<file path="src/rtl/add8_seq_pkg.sv">
// Shared types and constants for the byte-serial multi-precision add sequencer.
package add8_seq_pkg;

    localparam int BYTE_W         = 8;
    localparam int NBYTES_DEFAULT = 4;

    typedef enum logic [1:0] {
        IDLE = 2'd0,
        RUN  = 2'd1,
        DONE = 2'd2
    } state_t;

    // A single-byte operand still needs one counter bit.
    function automatic int cnt_width(input int n);
        return (n <= 1) ? 1 : $clog2(n);
    endfunction

endpackage

</file>
<file path="src/rtl/add8.sv">
// 8-bit ripple-carry adder; purely combinational.
module add8
    import add8_seq_pkg::*;
(
    input  logic [BYTE_W-1:0] a,
    input  logic [BYTE_W-1:0] b,
    input  logic              cin,
    output logic [BYTE_W-1:0] sum,
    output logic              cout
);

    logic [BYTE_W:0] w_c;

    // NOTE: every signal written here gets a value before the loop, so no latch is inferred.
    always_comb begin
        w_c    = '0;
        sum    = '0;
        w_c[0] = cin;
        for (int i = 0; i < BYTE_W; i++) begin
            sum[i]   = a[i] ^ b[i] ^ w_c[i];
            w_c[i+1] = (a[i] & b[i]) | (a[i] & w_c[i]) | (b[i] & w_c[i]);
        end
    end

    assign cout = w_c[BYTE_W];

endmodule

</file>
<file path="src/rtl/add8_mp_seq.sv">
// Multi-precision adder: feeds one add8 a byte per clock, LSB first, carry chained through a register.
module add8_mp_seq
    import add8_seq_pkg::*;
#(
    parameter int NBYTES = NBYTES_DEFAULT
) (
    input  logic                     clk,
    input  logic                     rst,
    input  logic                     in_valid,
    output logic                     in_ready,
    input  logic [BYTE_W*NBYTES-1:0] a_in,
    input  logic [BYTE_W*NBYTES-1:0] b_in,
    input  logic                     cin_in,
    output logic                     out_valid,
    input  logic                     out_ready,
    output logic [BYTE_W*NBYTES-1:0] sum_out,
    output logic                     cout_out,
    output logic                     busy
);

    localparam int CNT_W = cnt_width(NBYTES);

    state_t                          r_state;
    state_t                          w_state_nxt;
    logic [NBYTES-1:0][BYTE_W-1:0]   r_a;
    logic [NBYTES-1:0][BYTE_W-1:0]   r_b;
    logic [NBYTES-1:0][BYTE_W-1:0]   r_sum;
    logic                            r_carry;
    logic [CNT_W-1:0]                r_idx;

    logic                            w_accept;
    logic                            w_last;
    logic [BYTE_W-1:0]               w_sum_byte;
    logic                            w_cout;

    assign w_accept = (r_state == IDLE) && in_valid;
    assign w_last   = (r_idx == CNT_W'(NBYTES - 1));

    // NOTE: sequential state uses non-blocking assignments so every register samples pre-edge values.
    always_ff @(posedge clk) begin
        if (rst) r_state <= IDLE;
        else     r_state <= w_state_nxt;
    end

    always_comb begin
        w_state_nxt = r_state;
        in_ready    = 1'b0;
        out_valid   = 1'b0;
        busy        = 1'b1;
        case (r_state)
            IDLE: begin
                in_ready = 1'b1;
                busy     = 1'b0;
                if (in_valid) w_state_nxt = RUN;
            end
            RUN: begin
                if (w_last) w_state_nxt = DONE;
            end
            DONE: begin
                out_valid = 1'b1;
                if (out_ready) w_state_nxt = IDLE;
            end
            default: w_state_nxt = IDLE;
        endcase
    end

    // The byte mux is the only logic in front of the shared adder.
    add8 u_add8 (
        .a    (r_a[r_idx]),
        .b    (r_b[r_idx]),
        .cin  (r_carry),
        .sum  (w_sum_byte),
        .cout (w_cout)
    );

    // Operand and result storage is small and visible on the outputs, so all of it is reset.
    always_ff @(posedge clk) begin
        if (rst) begin
            r_a     <= '0;
            r_b     <= '0;
            r_sum   <= '0;
            r_carry <= 1'b0;
            r_idx   <= '0;
        end else if (w_accept) begin
            r_a     <= a_in;
            r_b     <= b_in;
            r_sum   <= '0;
            r_carry <= cin_in;
            r_idx   <= '0;
        end else if (r_state == RUN) begin
            r_sum[r_idx] <= w_sum_byte;
            r_carry      <= w_cout;
            if (!w_last) r_idx <= r_idx + CNT_W'(1);
        end
    end

    assign sum_out  = r_sum;
    assign cout_out = r_carry;

endmodule

</file>
<file path="config.mk">
export PLATFORM = sky130hd
export DESIGN_NAME = add8_mp_seq
export DESIGN_NICKNAME = d
export VERILOG_FILES = /design/src/rtl/add8_seq_pkg.sv /design/src/rtl/add8.sv /design/src/rtl/add8_mp_seq.sv
export SDC_FILE = /design/constraint.sdc
export NUM_CORES = 1
export LEC_CHECK = 0
export CAP_MARGIN = 25
export CORE_MARGIN = 10
export CORE_UTILIZATION = 45
export DETAILED_ROUTE_END_ITERATION = 6
export PLACE_DENSITY = 0.86
export SLEW_MARGIN = 10
export SYNTH_ARGS = -nofsm -noshare
export SYNTH_HDL_FRONTEND = slang
export SYNTH_SLANG_ARGS = --single-unit
</file>
<file path="constraint.sdc">
create_clock -name clk -period 4.8 [get_ports clk]
set_input_delay 0.96 -clock clk [delete_from_list [all_inputs] [get_ports clk]]
set_output_delay 0.96 -clock clk [all_outputs]
set_load 0.03 [all_outputs]
</file>
# ---- Word-level counts from Yosys, hierarchy flattened
# Index checks and enable logic that the tools add are counted.
dict set report word_totals {
  n_memories 0
  mem_bits_rw 0
  mem_bits_ro 0
  reg_bits 101
  input_bits 69
  latch_bits 0
}
dict set report classes {
  magnitude_cmp 2
  n_eq_ne 6
  multipliers 0
  n_reduce_logical 7
  shifts 0
  add_sub_neg 1
  bitwise 57
  div_mod_pow 0
  mux 16
}
# cell count
set op_table {}
lappend op_table {{8-bit binary-select mux with 2-bit select} 2}
lappend op_table {{32-bit bitwise mux} 1}
lappend op_table {{1-bit AND} 24}
lappend op_table {{8-bit two-way mux} 3}
lappend op_table {{8-bit demux with 2-bit select} 1}
lappend op_table {{1-bit OR} 16}
lappend op_table {{1-bit bitwise XOR} 16}
lappend op_table {{2-bit two-way mux} 3}
lappend op_table {{2-bit inequality test (second input constant)} 3}
lappend op_table {{2-bit case mux with 3 select lines} 1}
lappend op_table {{1-bit two-way mux} 5}
lappend op_table {{2-bit equality test (second input constant)} 2}
lappend op_table {{2-bit by 3-bit less-than comparator with 1-bit output (second input constant)} 1}
lappend op_table {{3-bit AND reduction} 1}
lappend op_table {{2-bit by 1-bit adder with 2-bit output (second input constant)} 1}
lappend op_table {{2-bit by 1-bit equality test with 1-bit output (second input constant)} 1}
lappend op_table {{2-bit by 1-bit >= comparator with 1-bit output (second input constant)} 1}
lappend op_table {{1-bit logical AND} 2}
lappend op_table {{2-bit logical NOT} 1}
lappend op_table {{2-bit AND reduction} 1}
lappend op_table {{2-bit nonzero test} 1}
lappend op_table {{2-bit OR reduction} 1}
lappend op_table {{1-bit NOT} 1}

# ---- Logic depth before layout (Yosys ltp)
# Gate-level depths: netlist of run 1.
dict set report logic_depth {
  depth_word 28
  ltp_mapped 14
}

# ---- Modules after synthesis
# From an unflattened synthesis of run 1, not the netlist that was laid out.
dict set report unflattened {
  hier_cells 456
  area_unflattened_um2 4256.6
}
# module area_each_um2 cells_per_inst instances seq_area_each_um2
set modules_own_cells {}
lappend modules_own_cells {add8_mp_seq 4058.9 438 1 2021.9}
lappend modules_own_cells {add8 197.7 18 1 0.0}

# ---- Worst setup path before layout of run 1
# Ideal clock, no wire load.
dict set report synth_timing {
  path_type {reg-to-reg}
  startpoint {register r_idx[1]}
  endpoint {register r_sum (netlist bit sum_out[31])}
  stages_incl_launch_ff 15
  period_less_slack_ps 4732
  setup_ps 70
  t_arrival_ps 4662
  path_buffers 2
  setup_slack_ps 68
  path_cell_list {dfxtp_1 > buf_2 > buf_2 > mux4_2 > fa_1 > fa_1 > fa_1 > fa_1 > fa_1 > fa_1 > fa_1 > inv_1 > fa_1 > or2_2 > a21oi_1}
}
dict set report synth_via {
  elab_chain_len 25
  word_cells_on_any_way 47
  classes_between {order compare: 2; mux: 7; bitwise: 37; reduce/logical: 1}
}
# element line
set synth_lines {}
lappend synth_lines {{start, declared} add8_mp_seq.sv:29} ;# logic [CNT_W-1:0] r_idx;
lappend synth_lines {{start signal, assigned} add8_mp_seq.sv:93} ;# if (!w_last) r_idx <= r_idx + CNT_W'(1);
lappend synth_lines {{8-bit binary-select mux with 2-bit select (on tied branches)} {add8_mp_seq.sv:69, add8_mp_seq.sv:70}}
lappend synth_lines {{8-bit two-way mux (on tied branches)} {add8_mp_seq.sv:69, add8_mp_seq.sv:70}}
lappend synth_lines {{1-bit AND} add8.sv:21} ;# w_c[i+1] = (a[i] & b[i]) | (a[i] & w_c[i]) | (b[i] & w_c[i]);
lappend synth_lines {{1-bit OR (2 in a row)} add8.sv:21}
lappend synth_lines {{1-bit AND} add8.sv:21}
lappend synth_lines {{1-bit OR (2 in a row)} add8.sv:21}
lappend synth_lines {{1-bit AND} add8.sv:21}
lappend synth_lines {{1-bit OR (2 in a row)} add8.sv:21}
lappend synth_lines {{(+3 left out)} -}
lappend synth_lines {{1-bit AND} add8.sv:21}
lappend synth_lines {{1-bit OR (2 in a row)} add8.sv:21}
lappend synth_lines {{1-bit AND} add8.sv:21}
lappend synth_lines {{1-bit OR (2 in a row)} add8.sv:21}
lappend synth_lines {{1-bit AND} add8.sv:21}
lappend synth_lines {{1-bit OR (2 in a row)} add8.sv:21}
lappend synth_lines {{1-bit bitwise XOR} add8.sv:20} ;# sum[i] = a[i] ^ b[i] ^ w_c[i];
lappend synth_lines {{32-bit bitwise mux *} add8_mp_seq.sv:91} ;# r_sum[r_idx] <= w_sum_byte;
lappend synth_lines {{end signal, assigned by index} add8_mp_seq.sv:91}
lappend synth_lines {{end, declared} add8_mp_seq.sv:27} ;# logic [NBYTES-1:0][BYTE_W-1:0] r_sum;
# Mark *: on every way between the ends. The rest lies on a longest branch, timed or not. The select of a mux whose other input is x is not followed.
# A chain may end at the register's enable or synchronous reset.

# ---- Final worst setup path of run 1
dict set report layout_timing {
  startpoint {register r_idx[0]}
  endpoint {register r_sum (netlist bit sum_out[31])}
}
# Same word-level chain as after synthesis.

==> run_results.csv, run 1 <==
group,metric,value,unit
pwr,ir_drop,0.0001507,V
grt,grt-ovfl-total,0,
yosys,syn_inst,456,
yosys,synth_warnings,0,
setup_path,cp.required,5.10,ns
setup_path,crit_buf_inv,1,
placement,routabilityCongestion,0.7695,
sta,finClkSkew,0.01463,ns
yosys,synth_seq_cells,101,
drt,first_pass_iters,4,
die,die_h,118.0,um
clock_tree,cts_hold_buf,0,
yosys,synth_edf_count,0,
grt,grt_max_degree,69,
setup_path,cp-end-kind,"flop",
drt,post_drt_via_cell_ratio,5.009,
sta,slew_headroom,55.69,%
yosys,synth_top_area_share,46.81,%
clock_tree,clock_latency,0.38,ns
die,row_count,35,
sta,fin_crit_sh,98.19,%
layout,final_cell_mix,"nand2_1 (131), clkdlybuf4s50_1 (103), dfxtp_1 (100)",
sta,slew_violations,0,
sta,tightest_slew,0.6647,ns
yosys,async_flop_share,0,%
layout,area_growth,28.07,%
clock_tree,cts_tree,"done",
layout,stdcell_area,5532,um2
grt,grt_pass1_wl,17060,um
layout,antenna_cells,0,
drt,totalWireLength,10650,um
drt,post_drt_wl_per_cell,15.68,um
drt,drt-initial-drc-count,196,
setup_path,crit_fanout,4,
setup_path,crit_slowest_cell,"mux4_2",
yosys,yosys.area.top_type,"dfxtp_1",
setup_path,crit_path_cell_trace,"mux4_2 > fa_2 > fa_1 > fa_1 > fa_2 > fa_1 > fa_1 > fa_1 > inv_1 > fa_1 > or2_2 > a21oi_1",
placement,hpwl,8221,um
grt,antenna_found_initial,0,
layout,fin_cells,679,
yosys,synth_area_leaders,"dfxtp_1 (47%), nand2_1 (11%), mux4_2 (8.3%), a21oi_1 (8.2%), mux2i_1 (7.0%)",
clock_tree,post_cts_buffers,0,
min_path,hp-class,"reg2reg",
drt,drc,0,
setup_path,crit_arrival,5.01,ns
layout,num-fill-cells,775,
setup_path,cp-start-kind,"flop",
setup_path,slowest_delay,0.54,ns
grt,grt_pass1_vias,3442,
die,start_util,46.52,%
placement,port_buffers,104,
sta,worst_slack,0.08672,ns
yosys,ys.flop_type,"dfxtp_1",
layout,nets,626,
clock_tree,clockBufferDepth,2,
flow_run,cap_violations,0,
placement,placed_area,5314,um2
placement,dpl_worst_slack,-0.04843,ns
sta,fin_crit,4.713,ns
clock_tree,htree_num_levels,3,
yosys,ys_types,26,
drt,ant_nets,0,
grt,grt_use_total,14.89,%
layout,drive_gt1_share,9.273,%
die,coreArea,9284,um2
sta,clock.fmax,212.2,MHz
clock_tree,clock-sinks,101,
clock_tree,cts_root_buffer,"clkbuf_8",
layout,layout_commonest_cell,"nand2_1",
sta,hold_viol,0,
yosys,synth_nets,537,
placement,placedCellCount,663,
setup_path,critical_path_class,"reg2reg",
clock_tree,cts-buffers-inserted,9,
sta,setup_violations,0,
yosys,ys_seq_area_share,46.81,%
yosys,syn_area,4319,um2
setup_path,critPathTopFamily,"adder cells",
setup_path,path_common_cell,"fa_1",
die,die_width,118.0,um
die,dieArea,13920,um2
drt,num_vias,3401,
die,boundaryPins,105,
clock_tree,clkTransAtPathRegs,0.09,ns
pwr,leakage,2.186,nW
status,status,"finished, final reports clean",
yosys,syn_area_per_cell,9.472,um2
pwr,powerDensity,309.8,nW/um2
-- metrics by stage --
step / total power [mW] / TNS (ns) / hold WS (ns) / util (%)
after floorplan: 1.073 / 0 / 0.4331 / -
after global routing: 1.777 / -0.001462 / 0.4802 / 59.58
after CTS: 1.721 / 0 / 0.4598 / 59.50
final: 1.713 / 0 / 0.4601 / 59.58
after detailed placement: 1.165 / -0.04843 / 0.4462 / 57.24
after global placement: 1.153 / 0 / 0.4397 / 57.08
-- timing repair --
item                                    4_1_cts  5_1_grt
hold endpoints to repair                      0        0
gates resized for setup                       1        3
endpoints found under the setup margin        2        3
-- report_power, final --
part / internal [mW] / switching (mW) / leakage [nW] / total (mW)
registers: 0.874 / 0.0216 / 0.825 / 0.896
clock network: 0.253 / 0.314 / 0.107 / 0.567
logic: 0.126 / 0.125 / 1.25 / 0.251
-- synthesized netlist by cell type, types with 2 or more instances --
cell type	number
a21oi_1	71
buf_2	7
buf_4	10
buf_6	5
buf_8	6
clkbuf_1	7
dfxtp_1	101
fa_1	8
ha_1	4
inv_1	8
mux2i_1	30
mux4_2	16
nand2_1	131
nand2b_1	2
nand3b_1	5
nor2_1	32
or2_0	3
or2_2	2
-- flip-flops by register name, indices dropped and copies added, names as in the netlist --
name      flops
r_idx         2
r_state       2
cout_out      1
sum_out      32
r_a          32
r_b          32
-- kinds of logic (layout without fill, tap and decap cells) --
kind of cell    count (synthesis)  in the layout  share of synthesized area [%]
xor+xnor                        1              1                         0.2028
compound gates                 72             72                          8.459
buf+inv                        43            137                          7.242
fa+ha+maj                      12             12                          4.867
flops                         101            101                          46.81
mux                            46             46                          15.30
simple gates                  181            181                          17.12
-- area by class of cell --
cell class / count / area, um2 / share of cell area [%]
Timing Repair Buffer: 113 / 1111 / 20.09
Tap cell: 129 / 161.4 / 2.918
Multi-Input combinational cell: 312 / 1994 / 36.06
Sequential cell: 101 / 2026 / 36.62
Clock inverter: 7 / 85.08 / 1.538
Inverter: 8 / 30.03 / 0.5429
Clock buffer: 9 / 123.9 / 2.239
-- per-layer routing --
metal  up-vias  GRT usage [%]  part of all wire [%]
met1      1597          16.98                    42
met5         -              0                     0
li1       1678              -                     -
met2       107          25.73                    50
met3        19          4.125                   5.5
met4         0          5.796                   2.0
-- worst min-delay path, stage by stage (launching register included) --
cell and delay, ns:
dfxtp_1 0.32, nand2_1 0.05, a21oi_1 0.05
-- worst paths after layout --
| path | start | to | slack [ns] | cells past startpoint |
|---|---|---|---|---|
| hold reg to reg | r_a[30] | r_a[30] | 0.46 | 2 |
| setup / recovery | r_idx[0] | sum_out[31] | 0.09 | 12 |
| hold / removal | r_a[30] | r_a[30] | 0.46 | 2 |
| setup reg to reg | r_idx[0] | sum_out[31] | 0.09 | 12 |
Power figures use the tool's default switching activity.
==> inputs of run 2 (changes only) <==
--- a/config.mk
+++ b/config.mk
@@ -7,9 +7,9 @@
 export LEC_CHECK = 0
 export CAP_MARGIN = 25
 export CORE_MARGIN = 10
-export CORE_UTILIZATION = 45
+export CORE_UTILIZATION = 30
 export DETAILED_ROUTE_END_ITERATION = 6
-export PLACE_DENSITY = 0.86
+export PLACE_DENSITY = 0.64
 export SLEW_MARGIN = 10
 export SYNTH_ARGS = -nofsm -noshare
 export SYNTH_HDL_FRONTEND = slang
==> run 2 against run 1 <==
Net effect:
- via count down 2.7%
- cell area up 3.5%
- setup slack better by 0.037 ns
- core utilization down 19 points
- critical endpoint unchanged
==> run_results.csv, run 2 (synthesis results as in run 1) <==
group,metric,value,unit
status,status,"finished, final reports clean",
setup_path,cp-start-kind,"flop",
grt,grt-ovfl-total,0,
drt,first_pass_iters,4,
die,row_count,43,
pwr,leakage,2.243,nW
sta,fin_crit,4.677,ns
sta,fin_crit_sh,97.43,%
setup_path,r2r_cells,12,
clock_tree,clock_latency,0.34,ns
min_path,min_to,"r_a[0]",
die,dieArea,19600,um2
grt,grt_pass1_vias,3529,
clock_tree,post_cts_buffers,0,
sta,clock.fmax,213.8,MHz
min_path,hold_depth,2,
layout,drive_gt1_share,9.455,%
clock_tree,clkTransAtPathRegs,0.07,ns
sta,slew_headroom,54.79,%
die,coreArea,13990,um2
sta,slew_violations,0,
die,start_util,30.88,%
placement,routabilityCongestion,0.7738,
placement,port_buffers,104,
grt,grt_max_degree,69,
pwr,ir_drop,0.0001416,V
clock_tree,htree_num_levels,3,
die,boundaryPins,105,
layout,antenna_cells,0,
min_path,hp-class,"reg2reg",
setup_path,cp.required,5.07,ns
setup_path,cp-end-kind,"flop",
sta,worst_slack,0.1234,ns
die,die_h,140.0,um
layout,seqCellArea,2026,um2
sta,tns,0,ns
layout,multi_input_area,1997,um2
placement,dpl_worst_slack,-0.07554,ns
flow_run,cap_violations,0,
layout,stdcell_area,5725,um2
grt,grt_pass1_wl,18380,um
clock_tree,cts_tree,"done",
clock_tree,cts_root_buffer,"clkbuf_16",
drt,drt-initial-drc-count,173,
layout,area_growth,32.56,%
pwr,powerDensity,343.5,nW/um2
drt,num_vias,3309,
drt,ant_nets,0,
drt,post_drt_wl_per_cell,15.60,um
clock_tree,clock-sinks,101,
min_path,min_from,"r_a[0]",
sta,rsz0062_at_grt,"no",
setup_path,reg2reg_to,"sum_out[31]",
sta,tightest_slew,0.6782,ns
drt,totalWireLength,11390,um
placement,placed_area,5370,um2
sta,finClkSkew,0.006160,ns
layout,num-fill-cells,1384,
setup_path,critical_path_class,"reg2reg",
die,die_width,140.0,um
drt,drc,0,
sta,setup_violations,0,
drt,post_drt_via_cell_ratio,4.533,
setup_path,crit_fanout,4,
layout,layout_commonest_cell,"nand2_1",
grt,grt_use_total,11.59,%
clock_tree,cts_hold_buf,0,
placement,hpwl,8569,um
setup_path,r2r_setup_slack,0.12,ns
grt,antenna_found_initial,0,
clock_tree,cts-buffers-inserted,9,
clock_tree,clockBufferDepth,2,
setup_path,crit_arrival,4.95,ns
layout,final_cell_mix,"nand2_1 (131), clkdlybuf4s50_1 (103), dfxtp_1 (100)",
sta,hold_viol,0,
setup_path,r2r-start,"r_idx[0]",
layout,nets,626,
[run 2: critical path, stage by stage, from the launching register on]
cell	delay [ns]
dfxtp_4	0.37
mux4_2	0.53
fa_1	0.47
fa_1	0.42
fa_1	0.40
fa_2	0.36
fa_2	0.37
fa_2	0.36
fa_1	0.38
inv_1	0.08
fa_1	0.45
or2_2	0.31
a21oi_1	0.11
[run 2: metal layers]
metal | wire length [um] | vias to the layer above | GRT usage [%]
met5 | 0 | - | 0
met4 | 150 | 0 | 2.935
met3 | 537 | 12 | 3.753
met2 | 5641 | 64 | 19.92
met1 | 5059 | 1556 | 13.57
li1 | - | 1677 | -
[run 2: worst max-delay path by stage]
| stage | startpoint | endpoint | slack [ns] | cells past startpoint |
|---|---|---|---|---|
| floorplan | r_idx[1] | sum_out[31] | 0.07 | 14 |
| global placement | r_idx[0] | sum_out[31] | 0.04 | 12 |
| detailed placement | r_idx[0] | sum_out[31] | -0.08 | 12 |
| CTS | r_idx[0] | sum_out[31] | 0.03 | 12 |
| global route | r_idx[0] | sum_out[31] | 0.002 | 12 |
| finish | r_idx[0] | sum_out[31] | 0.12 | 12 |
[run 2: report_power, final]
part	internal, mW	switching, mW	total (mW)	leakage, nW
clock	0.502	0.313	0.816	0.169
combinational	0.126	0.129	0.255	1.25
sequential	0.874	0.0217	0.896	0.825
total	1.50	0.464	1.97	2.24
[run 2: stage by stage]
stage,hold slack [ns],total power [mW],std cells,util [%]
global route,0.4731,2.047,730,40.93
global placement,0.4411,1.166,714,38.39
floorplan,0.4331,1.073,456,-
CTS,0.4546,1.983,730,40.88
finish,0.4549,1.967,730,40.93
detailed placement,0.4451,1.172,714,38.39
[run 2: area by class of cell]
cell class                 count  share of cell area (%)
clock buffer                  12                   4.655
clock inverter                 4                   1.355
sequential                   101                   35.38
timing repair buffer         113                   19.27
tap                          180                   3.934
inverter                       8                  0.5245
multi-input combinational    312                   34.88
[run 2: timing repair]
| item | 4_1_cts | 5_1_grt |
|---|---|---|
| pin swaps | 0 | 0 |
| endpoints found under the setup margin | 4 | 4 |
| gates resized for setup | 2 | 3 |
==> inputs of run 3 (changes only) <==
--- a/config.mk
+++ b/config.mk
@@ -10,7 +10,6 @@
 export CORE_UTILIZATION = 30
 export DETAILED_ROUTE_END_ITERATION = 6
 export PLACE_DENSITY = 0.64
-export SLEW_MARGIN = 10
 export SYNTH_ARGS = -nofsm -noshare
 export SYNTH_HDL_FRONTEND = slang
 export SYNTH_SLANG_ARGS = --single-unit
==> results of run 3 <==
The final DEF is identical to that of run 2; final timing and power are the same.
